<file path="src/rtl/pwm_pkg.sv">
// rtl/pwm_pkg.sv - shared PWM state type, command limits and tick-base constants
package pwm_pkg;

   typedef enum logic [1:0] {
      WAIT_LOW  = 2'd0,
      WAIT_RISE = 2'd1,
      MEASURE   = 2'd2
   } pwm_state_e;

   localparam int CMD_MAX   = 127;
   localparam int CMD_MIN   = -128;

   // Pulse widths are counted in 1 us ticks of one_MHz_enable.
   localparam int PWM_ZERO  = 1500;
   localparam int PWM_SHIFT = 2;
   localparam int WIDTH_W   = 12;

endpackage

</file>
<file path="src/rtl/pwm_width_to_cmd.sv">
// rtl/pwm_width_to_cmd.sv - combinational pulse width to signed wheel command
// Offset by ZERO, arithmetic shift by SHIFT, saturate to 8 bits, optional negate.
module pwm_width_to_cmd
   import pwm_pkg::*;
#(
   parameter int ZERO    = PWM_ZERO,
   parameter int SHIFT   = PWM_SHIFT,
   parameter bit FLIPPED = 1'b0
) (
   input  logic [WIDTH_W-1:0] width_i,
   output logic signed [7:0]  cmd_o
);

   localparam logic signed [12:0] ZERO_S = 13'(ZERO);
   localparam logic signed [12:0] MAX_S  = 13'(CMD_MAX);
   localparam logic signed [12:0] MIN_S  = 13'(CMD_MIN);

   logic signed [12:0] diff;
   logic signed [12:0] scaled;
   logic signed [7:0]  sat;

   always_comb begin
      diff   = $signed({1'b0, width_i}) - ZERO_S;
      scaled = diff >>> SHIFT;
      if (scaled > MAX_S) begin
         sat = 8'(CMD_MAX);
      end else if (scaled < MIN_S) begin
         sat = 8'(CMD_MIN);
      end else begin
         sat = scaled[7:0];
      end
      // -128 has no positive counterpart in 8 bits, so it folds to +127.
      if (FLIPPED) begin
         cmd_o = (sat == 8'(CMD_MIN)) ? 8'(CMD_MAX) : -sat;
      end else begin
         cmd_o = sat;
      end
   end

endmodule

</file>
<file path="src/rtl/pwm_decoder.sv">
// rtl/pwm_decoder.sv - servo PWM high-time decoder producing a saturated wheel command
// Optional loss-of-signal watchdog compiled in with PWM_DECODER_TIMEOUT_EN.
module pwm_decoder
   import pwm_pkg::*;
#(
   parameter int ZERO      = PWM_ZERO,
   parameter int SHIFT     = PWM_SHIFT,
   parameter int MIN_WIDTH = 500,
   parameter int MAX_WIDTH = 2500,
   parameter int TIMEOUT   = 50000,
   parameter bit FLIPPED   = 1'b0
) (
   input  logic              clk,
   input  logic              reset,
   input  logic              one_MHz_enable,
   input  logic              pwm_in,
   output logic signed [7:0] wheel_cmd,
   output logic              cmd_valid,
   output logic              pulse_err,
   output logic              signal_lost
);

   localparam logic [WIDTH_W-1:0] MIN_W = WIDTH_W'(MIN_WIDTH);
   localparam logic [WIDTH_W-1:0] MAX_W = WIDTH_W'(MAX_WIDTH);

   // Synchronizer is left unreset so it tracks the pin during reset; WAIT_LOW
   // then sees a pin that is already high and skips the partial pulse.
   logic s1_q, s2_q, s3_q;
   logic rise, fall;

   pwm_state_e         state_q, state_d;
   logic [WIDTH_W-1:0] width_q, width_d;
   logic signed [7:0]  cmd_q, cmd_d;
   logic               valid_q, valid_d;
   logic               err_q, err_d;
   logic               lost_q, lost_d;
   logic               accept;
   logic signed [7:0]  eval_cmd;

   always_ff @(posedge clk) begin
      s1_q <= pwm_in;
      s2_q <= s1_q;
      s3_q <= s2_q;
   end

   assign rise = s2_q & ~s3_q;
   assign fall = ~s2_q & s3_q;

   pwm_width_to_cmd #(
      .ZERO    (ZERO),
      .SHIFT   (SHIFT),
      .FLIPPED (FLIPPED)
   ) u_to_cmd (
      .width_i (width_q),
      .cmd_o   (eval_cmd)
   );

`ifdef PWM_DECODER_TIMEOUT_EN
   localparam logic [15:0] TO = 16'(TIMEOUT);
   logic [15:0] wd_q, wd_d;
`else
   logic unused_timeout;
   assign unused_timeout = ^TIMEOUT;
`endif

   always_comb begin
      state_d = state_q;
      width_d = width_q;
      cmd_d   = cmd_q;
      valid_d = 1'b0;
      err_d   = 1'b0;
      lost_d  = lost_q;
      accept  = 1'b0;
      case (state_q)
         WAIT_LOW: begin
            if (!s2_q) state_d = WAIT_RISE;
         end
         WAIT_RISE: begin
            if (rise) begin
               width_d = '0;
               state_d = MEASURE;
            end
         end
         MEASURE: begin
            if (width_q > MAX_W) begin
               err_d   = 1'b1;
               state_d = WAIT_LOW;
            end else if (fall) begin
               state_d = WAIT_RISE;
               accept  = (width_q >= MIN_W);
            end else if (one_MHz_enable) begin
               width_d = width_q + WIDTH_W'(1);
            end
         end
         default: state_d = WAIT_LOW;
      endcase
      if (accept) begin
         cmd_d   = eval_cmd;
         valid_d = 1'b1;
         lost_d  = 1'b0;
      end
`ifdef PWM_DECODER_TIMEOUT_EN
      wd_d = wd_q;
      if (accept) begin
         wd_d = '0;
      end else if (wd_q == TO) begin
         lost_d = 1'b1;
         cmd_d  = '0;
      end else if (one_MHz_enable) begin
         wd_d = wd_q + 16'd1;
      end
`endif
   end

   always_ff @(posedge clk) begin
      if (reset) begin
         state_q <= WAIT_LOW;
         width_q <= '0;
         cmd_q   <= '0;
         valid_q <= 1'b0;
         err_q   <= 1'b0;
         lost_q  <= 1'b1;
`ifdef PWM_DECODER_TIMEOUT_EN
         wd_q    <= '0;
`endif
      end else begin
         state_q <= state_d;
         width_q <= width_d;
         cmd_q   <= cmd_d;
         valid_q <= valid_d;
         err_q   <= err_d;
         lost_q  <= lost_d;
`ifdef PWM_DECODER_TIMEOUT_EN
         wd_q    <= wd_d;
`endif
      end
   end

   assign wheel_cmd   = cmd_q;
   assign cmd_valid   = valid_q;
   assign pulse_err   = err_q;
   assign signal_lost = lost_q;

endmodule

</file>
<file path="config.mk">
export PLATFORM = sky130hd
export DESIGN_NAME = pwm_decoder
export DESIGN_NICKNAME = d
export VERILOG_FILES = /design/src/rtl/pwm_pkg.sv /design/src/rtl/pwm_width_to_cmd.sv /design/src/rtl/pwm_decoder.sv
export SDC_FILE = /design/constraint.sdc
export NUM_CORES = 1
export LEC_CHECK = 0
export ABC_AREA = 1
export BUFFER_PORTS_ARGS = -buffer_cell sky130_fd_sc_hd__buf_2
export CORE_MARGIN = 2
export CORE_UTILIZATION = 40
export DETAILED_ROUTE_END_ITERATION = 10
export PLACE_DENSITY_LB_ADDON = 0.05
export SETUP_SLACK_MARGIN = 0.05
export SLEW_MARGIN = 20
export SYNTH_ARGS = -nofsm -noshare
export SYNTH_HDL_FRONTEND = slang
export SYNTH_SLANG_ARGS = --single-unit
</file>
<file path="constraint.sdc">
create_clock -name clk -period 2 [get_ports clk]
set_clock_uncertainty 0.2 [all_clocks]
set_input_delay 0.4 -clock clk [delete_from_list [all_inputs] [get_ports clk]]
set_output_delay 0.4 -clock clk [all_outputs]
set_load 0.02 [all_outputs]
</file>
==> metrics <==
Flop pwr share between 30% and 40%; clock power share between 20% and 30%; Post-DP HPWL between 3 and 4 mm; Tightest Pin Transition 0.425 ns; worst hold path class reg -> reg; Leak 0.964 nW; I/O Buffers 14; Mapped Nets 300; die height 73.1 um; Vias/cell ~4.9; CTS sink count 28; most frequent cell after synthesis nand2_1; area of the core 4660 um^2; Mean Syn Cell Area ~6.6 um^2; die width around 73 um; DRT Pass-1 Iters 4; Remaining Overflow, GRT 0; io pins 15; Max Freq 0.554 GHz; crit path launch type register; # DRC 0; Max transition margin a little under three quarters; Final nets roughly 330; number of synthesized flops with an enable pin 0; WP data required about 2 ns; # diodes 0; Vias ~1800; Net Sw Power roughly 0.00060 W; synth top area cells dfxtp_1 (29%), nand2_1 (13%), inv_1 (7.5%); Mapped Cells 290; fin crit share between 90% and 100%; Layout area overhead 22.1%; maximum vdd drop 0.344 mV; status completed; CTS H-tree lvls 1; sw frac 37.4%; Synth Cell Area approximately 1900 um^2; CTS buffer count 3; Filler Cell Count 499; WL final ~4.5 mm; critical path peak fanout 8; CTS tree yes; crit path capture type register; internal reg-to-reg setup slack about 0.2 ns; effective utilization at floorplan 41.0%; GPL Wtd Cong roughly 0.87; power density over the cells 693 nW/um^2; combinational power share between 30% and 40%; initial antenna violation count 0; Root Driver clkbuf_8; Commonest cells post-synth nand2_1 (67), inv_1 (38), dfxtp_1 (28), nor2_1 (28), nand3_1 (27); final setup vio count 0; Tot Pwr 0.00161 W; vias in the first global route about 1600; Routed Antenna Nets 0; Distinct cells, synth 27; Period minus WS final 1.80 ns; Final Hold Viols 0; DR WL/cell between 10 and 15 um; post-CTS repair timing setup buffer count 0; critical setup path kind reg -> reg; area leader, netlist dfxtp_1; pin count of the biggest net entering global routing 17; share of layout cells above drive strength 1 ~28%; CTS clk-pin slew, worst paths 0.11 ns; Initial DRC Count 57; Main synth FF type dfxtp_1; RSZ-0062 raised after global routing yes; clk buf depth 2; post-synthesis register bit count 28; fraction of registers with async set/reset 0%; clk_lat worst skew between 0.2 and 0.3 ns; Setup TNS 0 ns; MaxCap Viol Count 0; first-pass GRT wire length about 7.3 mm; Cell Int Power between 0.001 and 0.0015 W; yosys warns 0; max-slew violation count 0; register area share after synthesis 29.4%; GRT Total Usage about 17%; Synth top area share 29.4%; die footprint roughly 5300 um^2; # rows 25; WP data arrival roughly 1.8 ns
-- per-stage QoR --
stage / cell area [um^2] / setup slack, ns / utilization [%] / hold WS [ns] / instances
2_1_floorplan: 1910 / 0.197 / - / 0.110 / 290
6_report: 2330 / 0.196 / 50.0 / 0.140 / 371
3_3_place_gp: 2100 / 0.0849 / 45.1 / 0.111 / 365
3_5_place_dp: 2100 / 0.0628 / 45.1 / 0.116 / 365
5_1_grt: 2330 / 0.00909 / 50.0 / 0.148 / 371
4_1_cts: 2180 / 0.0758 / 46.9 / 0.143 / 370
-- state kept, by name, indices dropped and copies added, names as in the netlist --
| register | flops |
|---|---|
| width_q | 12 |
| s2_q | 1 |
| wheel_cmd | 8 |
| s3_q | 1 |
| pulse_err | 1 |
| cmd_valid | 1 |
| state_q | 2 |
| s1_q | 1 |
| signal_lost | 1 |
-- per-layer routing --
metal / GRT usage, % / vias up / wire (um)
li1: - / 975 / -
met1: 25.3 / 804 / 2250
met2: 26.8 / 28 / 2050
met3: 2.07 / 5 / 181
met4: 5.56 / 0 / 62
met5: 0 / - / 0
-- power by group through the flow --
stage	sequential, W	clock, W	combinational (W)
6_report	0.000595	0.000469	0.000551
2_1_floorplan	0.000611	0	0.000372
5_1_grt	0.000598	0.000504	0.000600
3_3_place_gp	0.000611	0	0.000449
4_1_cts	0.000598	0.000480	0.000451
3_5_place_dp	0.000611	0	0.000449
-- logic make-up after synthesis --
family,after synthesis,share of synthesized area [%]
buffers and inverters,57,13.3
xor gates and xnor gates,9,4.13
adders and majority gates,6,3.93
and+or+nand+nor,159,40.6
DFF,28,29.4
AOI/OAI and AO/OA,31,8.72
-- path summary, 6_finish.rpt --
kind | startpoint | endpoint | cells past startpoint
setup / recovery | width_q[6]$_SDFFE_PP0P_ | wheel_cmd[6]$_SDFFE_PP0P_ | 12
hold / removal | s1_q$_DFF_P_ | s2_q$_DFF_P_ | 0
setup reg to reg | width_q[6]$_SDFFE_PP0P_ | wheel_cmd[6]$_SDFFE_PP0P_ | 12
hold reg to reg | s1_q$_DFF_P_ | s2_q$_DFF_P_ | 0
-- repair_timing --
item / 4_1_cts / 5_1_grt
hold endpoints to repair: 1 / 0
gates cloned: 0 / 1
pin swaps: 0 / 5
setup endpoints to repair: 7 / 21
resized for setup: 1 / 34
hold buffers: 1 / 0
-- placed cells by master, fill, tap and decap left out, types with 2 or more instances in the layout --
cell      count
a21oi_1      25
buf_2        14
buf_4        18
clkbuf_8      3
dfxtp_1      20
dfxtp_2       6
dfxtp_4       2
ha_1          4
ha_4          2
inv_1        37
inv_2         5
inv_4         2
nand2_1      64
nand2_2       5
nand2_4       4
nand3_1      22
nand3_2      16
nand3b_1      3
nand4_1       3
nand4_4       3
nor2_1       26
nor2_2        5
nor3_1        8
o21ai_1       4
xor2_1        8
-- critical path, stage by stage (launching register included) --
cell and delay (ns):
dfxtp_2 0.37, buf_4 0.16, nand2_1 0.12, nor2_2 0.12, inv_1 0.04, nand3_1 0.07, nand2_1 0.08, nor2_1 0.14
nand3_2 0.11, nand2_4 0.12, nand3_1 0.09, nand2_1 0.06, inv_1 0.03
-- final cells by class --
cell class	count	area (um^2)	area share (%)
clock buffers	3	41.3	1.77
clock inverters	1	30.0	1.29
inverters	46	179	7.68
multi-input cells	206	1220	52.4
flip-flops and latches	28	576	24.7
well taps	54	67.6	2.90
repair buffers	33	215	9.23
Power figures use the tool's default switching activity.
